<file path="src/rtl/pipe_stage_elastic.sv">
// Elastic pipeline stage (ctrl + data bundles) with a 1-entry skid; flush squashes to a zero-ctrl bubble.
// Latency 1 cycle, 1 entry/cycle sustained; in_ready comes straight from a flop (state bit 1).
// Backpressure: holds up to 2 entries; PIPE_STAGE_PERF_EN adds saturating stall/squash counters.
module pipe_stage_elastic #(
  parameter int CTRL_W = 8,
  parameter int DATA_W = 64,
  parameter int CNT_W  = 16
) (
  input  logic              clk,
  input  logic              reset,
  input  logic              flush,
  input  logic              in_valid,
  output logic              in_ready,
  input  logic [CTRL_W-1:0] in_ctrl,
  input  logic [DATA_W-1:0] in_data,
  output logic              out_valid,
  input  logic              out_ready,
  output logic [CTRL_W-1:0] out_ctrl,
  output logic [DATA_W-1:0] out_data,
  output logic [CNT_W-1:0]  stall_cnt,
  output logic [CNT_W-1:0]  squash_cnt
);

  // Encoding chosen so bit0 is the main valid and bit1 is the skid valid.
  typedef enum logic [1:0] {
    ST_EMPTY = 2'b00,
    ST_FULL  = 2'b01,
    ST_SKID  = 2'b11
  } state_t;

  state_t              r_state;
  state_t              w_state_nxt;
  logic [CTRL_W-1:0]   r_m_ctrl;
  logic [DATA_W-1:0]   r_m_data;
  logic [CTRL_W-1:0]   r_s_ctrl;
  logic [DATA_W-1:0]   r_s_data;

  logic w_in_fire;
  logic w_out_fire;
  logic w_ld_main_in;
  logic w_ld_main_skid;
  logic w_ld_skid;
  logic w_clr_main;
  logic w_clr_skid;

  assign in_ready   = ~r_state[1];
  assign out_valid  = r_state[0];
  assign out_ctrl   = r_m_ctrl;
  assign out_data   = r_m_data;
  assign w_in_fire  = in_valid & ~r_state[1];
  assign w_out_fire = r_state[0] & out_ready;

  always_comb begin
    w_state_nxt    = r_state;
    w_ld_main_in   = 1'b0;
    w_ld_main_skid = 1'b0;
    w_ld_skid      = 1'b0;
    w_clr_main     = 1'b0;
    w_clr_skid     = 1'b0;
    case (r_state)
      ST_EMPTY: begin
        if (w_in_fire) begin
          w_state_nxt  = ST_FULL;
          w_ld_main_in = 1'b1;
        end
      end
      ST_FULL: begin
        if (w_in_fire && w_out_fire) begin
          w_ld_main_in = 1'b1;
        end else if (w_in_fire) begin
          w_state_nxt = ST_SKID;
          w_ld_skid   = 1'b1;
        end else if (w_out_fire) begin
          w_state_nxt = ST_EMPTY;
          w_clr_main  = 1'b1;
        end
      end
      ST_SKID: begin
        if (w_out_fire) begin
          w_state_nxt    = ST_FULL;
          w_ld_main_skid = 1'b1;
          w_clr_skid     = 1'b1;
        end
      end
      default: begin
        w_state_nxt = ST_EMPTY;
        w_clr_main  = 1'b1;
        w_clr_skid  = 1'b1;
      end
    endcase
    // Flush wins over everything, including a same-cycle accept.
    if (flush) begin
      w_state_nxt    = ST_EMPTY;
      w_ld_main_in   = 1'b0;
      w_ld_main_skid = 1'b0;
      w_ld_skid      = 1'b0;
      w_clr_main     = 1'b1;
      w_clr_skid     = 1'b1;
    end
  end

  always_ff @(posedge clk or posedge reset) begin
    if (reset) begin
      r_state  <= ST_EMPTY;
      r_m_ctrl <= '0;
      r_m_data <= '0;
      r_s_ctrl <= '0;
      r_s_data <= '0;
    end else begin
      r_state <= w_state_nxt;
      if (w_ld_main_in) begin
        r_m_ctrl <= in_ctrl;
        r_m_data <= in_data;
      end else if (w_ld_main_skid) begin
        r_m_ctrl <= r_s_ctrl;
        r_m_data <= r_s_data;
      end else if (w_clr_main) begin
        r_m_ctrl <= '0;
      end
      if (w_ld_skid) begin
        r_s_ctrl <= in_ctrl;
        r_s_data <= in_data;
      end else if (w_clr_skid) begin
        r_s_ctrl <= '0;
      end
    end
  end

`ifdef PIPE_STAGE_PERF_EN
  logic [CNT_W-1:0] r_stall_cnt;
  logic [CNT_W-1:0] r_squash_cnt;

  always_ff @(posedge clk or posedge reset) begin
    if (reset) begin
      r_stall_cnt  <= '0;
      r_squash_cnt <= '0;
    end else begin
      if (r_state[0] && !out_ready && (r_stall_cnt != '1)) begin
        r_stall_cnt <= r_stall_cnt + CNT_W'(1);
      end
      if (flush && (r_state != ST_EMPTY) && (r_squash_cnt != '1)) begin
        r_squash_cnt <= r_squash_cnt + CNT_W'(1);
      end
    end
  end

  assign stall_cnt  = r_stall_cnt;
  assign squash_cnt = r_squash_cnt;
`else
  assign stall_cnt  = '0;
  assign squash_cnt = '0;
`endif

endmodule

</file>
<file path="config.mk">
export PLATFORM = sky130hd
export DESIGN_NAME = pipe_stage_elastic
export DESIGN_NICKNAME = d
export VERILOG_FILES = /design/src/rtl/pipe_stage_elastic.sv
export SDC_FILE = /design/constraint.sdc
export NUM_CORES = 1
export LEC_CHECK = 0
export BUFFER_PORTS_ARGS = -buffer_cell sky130_fd_sc_hd__buf_4
export CAP_MARGIN = 40
export CORE_AREA = 2 2 120 122
export CTS_CLUSTER_DIAMETER = 40
export DETAILED_ROUTE_END_ITERATION = 7
export DIE_AREA = 0 0 122 124
export PLACE_DENSITY = 0.84
export SLEW_MARGIN = 15
export SYNTH_ARGS = -nofsm -noshare
export SYNTH_HDL_FRONTEND = slang
export SYNTH_SLANG_ARGS = --single-unit
export TNS_END_PERCENT = 20
</file>
<file path="constraint.sdc">
create_clock -name clk -period 12.55 [get_ports clk]
set_clock_uncertainty 0.05 [all_clocks]
set_input_delay 0.6275 -clock clk [delete_from_list [all_inputs] [get_ports clk]]
set_output_delay 0.6275 -clock clk [all_outputs]
set_load 0.01 [all_outputs]
</file>
# Word-level counts from Yosys, hierarchy flattened
# Cells that the tools add are included.
[word_totals]
output_inout_bits = 106
inputBits = 77
regBits = 146
elab_cells = 52
[op_classes]
bitwise_logic = 3
reduce_logical = 8
muxes = 30
eq_ne = 6
[op_table]
columns = ["cell", "n"]
rows = [
  ["2-to-1 mux 64 bit", 2],
  ["2-to-1 mux 8 bit", 5],
  ["2-to-1 mux 1 bit", 13],
  ["2-to-1 mux 2 bit", 6],
  ["!= test 3 bit (second input constant)", 3],
  ["case mux 1 bit (2 select lines)", 3],
  ["case mux 2 bit (3 select lines)", 1],
  ["!= test 4 bit (second input constant)", 1],
  ["AND reduction 4 bit", 1],
  ["nonzero test 2 bit", 2],
  ["OR reduction 2 bit", 2],
  ["nonzero test 3 bit", 1],
  ["AND 1 bit", 2],
  ["== test 2 x 1 -> 1 bit (second input constant)", 1],
  ["== test 2 bit (second input constant)", 1],
  ["zero test 2 bit", 1],
  ["logical AND 1 bit", 1],
  ["NOT 1 bit", 1],
]

# Depth between registers and ports, before layout
# Gate-level depths: netlist of run 1.
[logic_depth]
ltp_word = 9
mapped_depth = 8
ltp_nobuf = 6

# Least setup slack after synthesis of run 1
# Ideal clock, no wire load.
[synth_path]
kind = "register to register"
startpoint = "register r_state[1]"
endpoint = "register r_s_data[0]"
t_arrival_ps = 1824
required_time_ps = 12375
slack_ps = 10551
setup_ps = 125
path_buffers = 2
period_less_slack_ps = 1999
path_stages_with_launch = 8
path_cell_list = "dfrtp_1 inv_1 ha_1 a21boi_2 nor3b_4 buf_12 buf_12 mux2_4"
[synth_via]
elab_chain_len = 6
elab_cells_between_ends = 8
classes_between = "eq/ne: 1; mux: 4; bitwise: 2; reduce/logical: 1"
[synth_rtl]
columns = ["element", "line_no", "rtl"]
rows = [
  ["from (decl)", "31", "state_t r_state;"],
  ["from (signal assigned)", "110", "r_state <= w_state_nxt;"],
  ["NOT 1 bit (*)", "--", ""],
  ["named net in_ready", "13", "output logic in_ready,"],
  ["AND 1 bit (*)", "50", "assign w_in_fire = in_valid & ~r_state[1];"],
  ["2-to-1 mux 1 bit or logical AND 1 bit (tied branches)", "70, 68", ""],
  ["2-to-1 mux 1 bit (*)", "68", "if (w_in_fire && w_out_fire) begin"],
  ["2-to-1 mux 1 bit (*)", "60", "case (r_state)"],
  ["2-to-1 mux 1 bit (*)", "92", "if (flush) begin"],
  ["to (signal assigned)", "122", "r_s_data <= in_data;"],
  ["to (decl)", "36", "logic [DATA_W-1:0] r_s_data;"],
]
# The timed path passes the listed nets; every way through them passes the cells marked *.
# A chain may end at the register's enable or synchronous reset.

# Final worst setup path of run 1
[layout_path]
startpoint = "register r_state[1]"
endpoint = "register r_m_ctrl[7] (netlist: out_ctrl[7])"
[layout_via]
elab_chain_len = 7
elab_cells_between_ends = 20
classes_between = "eq/ne: 2; mux: 12; bitwise: 2; reduce/logical: 4"
[layout_rtl]
columns = ["element", "line_no", "rtl"]
rows = [
  ["NOT 1 bit", "50", ""],
  ["AND 1 bit", "50", ""],
  ["2-to-1 mux 1 bit or logical AND 1 bit (tied branches)", "70, 68", ""],
  ["2-to-1 mux 1 bit", "68", ""],
  ["case mux 1 bit (2 select lines)", "60", ""],
  ["2-to-1 mux 1 bit", "92", ""],
  ["nonzero test 3 bit (no source line) or 2-to-1 mux 8 bit (tied branches)", "--", ""],
  ["to (signal assigned)", "112", "r_m_ctrl <= in_ctrl;"],
  ["to (signal assigned)", "115", "r_m_ctrl <= r_s_ctrl;"],
  ["to (decl)", "33", "logic [CTRL_W-1:0] r_m_ctrl;"],
]
# Parallel ways exist; a longest one is shown, timed or not.

==> results of run 1 <==
## power breakdown
part,leakage [nW],switching [mW],internal (mW)
sequential,1.81,0.130,0.690
combinational,2.30,0.278,0.389
clock,0.283,0.192,0.308
total,4.39,0.600,1.39
## cells by family after synthesis
logic type	after synthesis	synth area share
AO/OA/AOI/OAI	91	0.0818
buffers and inverters	69	0.0831
adder cells (fa/ha/maj)	4	0.00734
flip-flops	146	0.536
multiplexers	129	0.234
other	1	0.000550
AND/OR/NAND/NOR	83	0.0571
## critical path: cells and delay by family, from the launching register on
family,cells,cell delay [ns]
AOI/OAI and AO/OA,2,0.44
buffers and inverters,3,0.88
and+or+nand+nor,2,0.24
DFF,1,0.43
adders and majority gates,1,0.25
## area by class of cell
class	count	area [um^2]
Sequential cell	146	3650
Fill cell	1084	5270
Multi-Input combinational cell	339	2720
Tap cell	180	225
Inverter	5	23.8
Clock inverter	9	104
Timing Repair Buffer	160	1250
Clock buffer	23	478
## synth_stat cells, types with 2 or more instances
cell type / count / area (um^2)
inv_1: 5 / 18.8
nor3b_1: 8 / 60.1
buf_4: 48 / 360
o21ai_0: 33 / 165
buf_12: 7 / 140
nor2_1: 3 / 11.3
buf_2: 2 / 10.0
a22o_1: 8 / 70.1
ha_1: 4 / 50.1
a221o_1: 8 / 80.1
mux2_2: 4 / 45.0
mux2i_1: 64 / 641
mux2_4: 60 / 901
dfrtp_1: 146 / 3650
a21oi_1: 2 / 10.0
nand2_1: 67 / 251
o21ai_1: 33 / 165
clkbuf_1: 6 / 22.5
## layer usage
layer	vias up	routed length, um	track usage	share of wire
met5	-	0	0	0
met2	137	7120	0.320	0.50
met3	31	887	0.0545	0.062
li1	2046	-	-	-
met4	0	304	0.0934	0.021
met1	2225	6010	0.246	0.42
## cell usage in the layout (no fill, tap or decap), drive strengths merged, types with 4 or more instances in the layout
| cell | netlist | final |
|---|---|---|
| buf | 58 | 160 |
| a221o | 8 | 8 |
| clkinv | 0 | 4 |
| dfrtp | 146 | 146 |
| a22o | 8 | 8 |
| nand2 | 67 | 67 |
| mux2i | 64 | 64 |
| clkbuf | 6 | 23 |
| mux2 | 65 | 65 |
| ha | 4 | 4 |
| nor3b | 9 | 9 |
| o21ai | 66 | 66 |
| conb | 1 | 32 |
| inv | 5 | 6 |
## worst paths after layout
kind,endpoint,slack [ns],cells after the start
worst max-delay path,out_ctrl[7]$_DFFE_PP0P_,10.13,8
worst min-delay path,out_data[25]$_DFFE_PP0P_,0.24,2
worst max register to register,out_ctrl[7]$_DFFE_PP0P_,10.13,8
worst min register to register,r_s_ctrl[6]$_DFFE_PP0P_,0.45,1
max in group asynchronous,out_data[58]$_DFFE_PP0P_,11.03,4
min in group clk,out_data[40]$_DFFE_PP0P_,0.37,3
## sequential cells by signal, summed over array words and instances, names as in the netlist
signal,cells
out_data,64
r_s_ctrl,8
out_ctrl,8
r_state,2
r_s_data,64
==> run metrics, run 1 <==
placed cell count=830; library cells used by synthesis=33; Post-DP HPWL=approximately 9700 um; Finished Core Util=0.616; antenna violations before repair=0; antenna cell count=0; DIE AREA=around 0.015 mm^2; cts bufs inserted=17; Final ANT Viol Nets=0; leakage power=4.39 nW; # clock sinks=146; number of flops mapped to enable cells by yosys=0; kind of critical path=reg2reg; Worst EP required=12.80 ns; Reg clk slew, reported paths=0.06 ns; Cell Rows=43; post-placement setup slack=10.10 ns; Resized Gates After CTS=0; final setup fails=0; Post-CTS Setup Bufs=0; Routed WL per cell=16.6 um; worst reg2reg startpoint=r_state[1]$_DFFE_PP0P_; Layout Nets=750; worst slew pin tran=0.677 ns; Max stage delay on crit path=~0.47 ns; post-synthesis average cell area=13.0 um^2; max-slew violations=0; CP arrival=about 2.7 ns; Post-synth top flop=dfrtp_1; placed cell areas=0.00786 mm^2; synth warn=0; setup slack after layout=10.13 ns; DRC viols=0; Async S/R FF share, synth=1.00; min Tclk post-route=2.42 ns; root buf cell=clkbuf_16; routability cong.=0.731; number of global-route vias before repair=between 4000 and 5000; Ports=183; Final TNS setup=0 ns; Tcrit/Tclk final=0.193; Tot Pwr=1.99 mW; max cap viols=0; status=completed; Crit-path slowest cell=buf_4; die height=124 um; Max Freq=412 MHz; largest net degree at the start of global routing=68; Critical Path, Cell by Cell=inv_1 -> ha_1 -> a31oi_1 -> nor3_4 -> buf_4 -> buf_12 -> nor3b_1 -> a221o_1; Skew-Pair Late Insertion Delay=0.42 ns; Port Buffers=150; RSZ-0062 raised after global routing=false; CTS H-tree depth=4; Hold Path Class=in2async; first-pass GRT wire length=23000 um; Detailed Route WL=14300 um; clock buffer depth=2; area grow syn2layout=23.9%; number of synthesized register bits=146; Crit. End Element=flip-flop; Seq/Total Area, Yosys=0.536; CP max FO=55; share of cells above drive strength 1=0.381; Final Hold Slack=0.239 ns; VDD IR max=99.4 uV; PwrDens=235 mW/mm^2; detailed-router iteration count before antenna repair=4; Layout Cells excl Fill=862; Fin. Hold Viols=0; Final Cell Area=0.00845 mm^2; CTS tree=built; Post-Syn Instances=523; core area=0.0137 mm^2; GRT Overall Usage=0.197; gr ovfl total=0; CP startpoint=r_state[1]$_DFFE_PP0P_; slew margin rel.=0.549; crit start category=flip-flop; Mapped Area=a little under 0.007 mm^2; initial core utilization=0.497; hold buffers post-CTS=0; DR vias/cell=5.15; vias=between 4000 and 5000; Die X=approximately 120 um; drt initial violations=272
Note: power is estimated with default switching activity, not from simulation.
==> run 2: changes to the inputs <==
--- a/config.mk
+++ b/config.mk
@@ -5,12 +5,13 @@
 export SDC_FILE = /design/constraint.sdc
 export NUM_CORES = 1
 export LEC_CHECK = 0
+export ABC_AREA = 1
 export BUFFER_PORTS_ARGS = -buffer_cell sky130_fd_sc_hd__buf_4
 export CAP_MARGIN = 40
-export CORE_AREA = 2 2 120 122
+export CORE_AREA = 2 2 123 125
 export CTS_CLUSTER_DIAMETER = 40
 export DETAILED_ROUTE_END_ITERATION = 7
-export DIE_AREA = 0 0 122 124
+export DIE_AREA = 0 0 125 127
 export PLACE_DENSITY = 0.84
 export SLEW_MARGIN = 15
 export SYNTH_ARGS = -nofsm -noshare
==> constraint.sdc (replaced) <==
create_clock -name clk -period 2 [get_ports clk]
set_clock_uncertainty 0.05 [all_clocks]
set_input_delay 0.1 -clock clk [delete_from_list [all_inputs] [get_ports clk]]
set_output_delay 0.1 -clock clk [all_outputs]
set_load 0.01 [all_outputs]
==> run metrics, run 2 <==
status=completed (unchanged); Critical Path, Cell by Cell=inv_2 -> ha_1 -> nand3_2 -> nor2_4 -> nand2_2 -> buf_6 -> nand3_1 -> nand2_1 -> o21ai_0 (was inv_1 -> ha_1 -> a31oi_1 -> nor3_4 -> buf_4 -> buf_12 -> nor3b_1 -> a221o_1); CTS tree=built (unchanged); worst-case reg-to-reg path depth=9 (was 8); routability cong.=0.816 (was 0.731); CP arrival=2.10 ns (was 2.67 ns); most instantiated cells after synthesis=nand2_1 (306), dfrtp_1 (146), nand3_1 (140) (was dfrtp_1 (146), nand2_1 (67), mux2i_1 (64)); DR vias/cell=5.50 (was 5.15); Port Buffers=150 (unchanged); worst reg2reg startpoint=r_state[1]$_DFFE_PP0P_ (unchanged); Post-Syn Instances=804 (was 523); crit start category=flip-flop (unchanged); most common cell in the netlist=nand2_1 (was dfrtp_1); Skew-Pair Late Insertion Delay=0.41 ns (was 0.42 ns); Post-synth top flop=dfrtp_1 (unchanged); CTS H-tree depth=4 (unchanged); root buf cell=clkbuf_16 (unchanged); vias=6634 (was 4439); Final TNS setup=0 ns (unchanged); final setup fails=0 (unchanged); Async S/R FF share, synth=1.00 (unchanged); max cap viols=0 (unchanged); Layout Nets=1091 (was 750); area grow syn2layout=36.3% (was 23.9%); initial core utilization=0.476 (was 0.497); Yosys top cell by area=dfrtp_1 (unchanged); Tot Pwr=12.4 mW (was 1.99 mW); PwrDens=1330 mW/mm^2 (was 235 mW/mm^2); RSZ-0062 raised after global routing=false (unchanged); kind of critical path=reg2reg (unchanged); placed cell count=1100 (was 830); leakage power=4.81 nW (was 4.39 nW); Crit-path slowest cell=dfrtp_1 (was buf_4); Max stage delay on crit path=0.41 ns (was 0.47 ns); worst hold start=in_valid; Layout Cells excl Fill=1207 (was 862); top cells by area, synth=dfrtp_1 (53%), nand2_1 (17%), nand3_1 (10%) (was dfrtp_1 (54%), mux2_4 (13%), mux2i_1 (9.4%)); drt initial violations=525 (was 272); Worst Hold End=r_state[1]$_DFFE_PP0P_; VDD IR max=702 uV (was 99.4 uV); Ports=183 (unchanged); Routed WL per cell=16.2 um (was 16.6 um); largest net degree at the start of global routing=79 (was 68); detailed-router iteration count before antenna repair=5 (was 4); gr ovfl total=0 (unchanged); number of synthesized register bits=146 (unchanged); Cell Rows=44 (was 43); Worst EP required=2.24 ns (was 12.80 ns); synth warn=0 (unchanged); Seq/Total Area, Yosys=0.533 (was 0.536); DIE AREA=0.0159 mm^2 (was 0.0151 mm^2); Final ANT Viol Nets=0 (unchanged); hold path cells=5; R2R setup slack=0.13 ns (was 10.13 ns); Final Cell Area=0.00935 mm^2 (was 0.00845 mm^2); Crit. End Element=flip-flop (unchanged); library cells used by synthesis=23 (was 33); post-synth top area share=0.533 (was 0.536); Final Hold Slack=0.0900 ns (was 0.239 ns); Post-CTS Setup Bufs=0 (unchanged); clock buffer depth=2 (unchanged); # clock sinks=146 (unchanged); Post-DP HPWL=11100 um (was 9680 um); Reg clk slew, reported paths=0.05 ns (was 0.06 ns); max-slew violations=0 (unchanged); share of cells above drive strength 1=0.215 (was 0.381); placed cell areas=0.00797 mm^2 (was 0.00786 mm^2); number of flops mapped to enable cells by yosys=0 (unchanged); DRC viols=0 (unchanged); antenna cell count=0 (unchanged); GRT Overall Usage=0.251 (was 0.197); Max Freq=536 MHz (was 412 MHz); cts bufs inserted=17 (unchanged); die height=127 um (was 124 um); number of global-route vias before repair=6500 (was 4625); commonest non-fill, non-tap cell in the layout=nand2_1 (was buf_4); first-pass GRT wire length=32100 um (was 23000 um); Mapped Area=0.00686 mm^2 (was 0.00682 mm^2); commonest non-fill, non-tap cells in the layout=nand2_1 (306), buf_4 (160), dfrtp_1 (145) (was buf_4 (157), dfrtp_1 (146), nand2_1 (67)); Detailed Route WL=19600 um (was 14300 um); core area=0.0144 mm^2 (was 0.0137 mm^2); Hold Path Class=in2reg (was in2async); CP max FO=30 (was 55); min Tclk post-route=1.87 ns (was 2.42 ns); Die X=125 um (was 122 um); antenna violations before repair=0 (unchanged); Tcrit/Tclk final=0.933 (was 0.193); Fin. Hold Viols=0 (unchanged); Worst R2R End=r_state[0]$_DFFE_PP0P_ (was out_ctrl[7]$_DFFE_PP0P_); post-synthesis average cell area=8.53 um^2 (was 13.0 um^2)
-- run 2: changes by cell type in the layout (fill, tap and decap cells not counted), moves of 10 or more --
cell	before	now
nand2_1	67	306
inv_1	4	14
mux2_4	60	0
nand3_1	0	140
mux2i_1	64	0
nand4_1	0	72
o21ai_0	33	5
o21ai_1	33	5
dlygate4sd3_1	0	74
-- run 2: layout make-up --
type / count / area, um^2
Clock inverter: 11 / 110
Clock buffer: 21 / 470
Sequential cell: 146 / 3650
Timing Repair Buffer: 245 / 2150
Inverter: 20 / 81.3
Fill cell: 1094 / 5080
Tap cell: 184 / 230
Multi-Input combinational cell: 580 / 2650
-- run 2: metrics by stage --
step                      utilization  worst slack (ns)
after floorplan                     -            0.0170
after CTS                       0.644             0.103
after global placement          0.553             0.168
after global routing            0.648           0.00558
final                           0.648             0.135
after detailed placement        0.553             0.112
-- run 2: worst max path at each step --
stage / startpoint / end / slack [ns] / cells after the start
after floorplan: reset / out_ctrl[0]$_DFFE_PP0P_ / 0.02 / 1
after global placement: r_state[0]$_DFFE_PP0P_ / r_state[1]$_DFFE_PP0P_ / 0.17 / 8
after detailed placement: r_state[1]$_DFFE_PP0P_ / out_data[11]$_DFFE_PP0P_ / 0.11 / 9
after CTS: r_state[1]$_DFFE_PP0P_ / out_data[11]$_DFFE_PP0P_ / 0.10 / 9
after global routing: r_state[1]$_DFFE_PP0P_ / r_s_ctrl[3]$_DFFE_PP0P_ / 0.006 / 8
final: r_state[1]$_DFFE_PP0P_ / r_state[0]$_DFFE_PP0P_ / 0.13 / 9
-- run 2: critical path: cells and delay by family, from the launching register on --
kind            cells  cell delay [ns]
flops               1             0.41
compound gates      1             0.07
buf+inv             2             0.37
simple gates        5             0.59
fa+ha+maj           1             0.25
-- run 2: layer usage --
| layer | wire length [um] | global-route usage |
|---|---|---|
| met5 | 0 | 0 |
| met4 | 779 | 0.132 |
| met3 | 1460 | 0.0477 |
| met2 | 9700 | 0.425 |
| met1 | 7660 | 0.309 |
-- run 2: cell families (layout without fill, tap and decap cells) --
logic type | Yosys count | count (layout) | share of synthesized area
buffers and inverters | 109 | 297 | 0.0991
AOI/OAI and AO/OA | 12 | 12 | 0.00875
and+or+nand+nor | 532 | 532 | 0.352
adders and majority gates | 4 | 4 | 0.00730
DFF | 146 | 146 | 0.533
other | 1 | 32 | 0.000547
-- run 2: power breakdown --
part,internal [mW],switching [mW]
logic,1.93,2.23
registers,4.32,0.843
clock network,1.92,1.18
total,8.18,4.25
-- run 2: repair_timing --
action,4_1_cts,5_1_grt
endpoints found under the setup margin,0,58
hold buffers,74,0
gates resized for setup,0,6
hold endpoints to repair,291,0
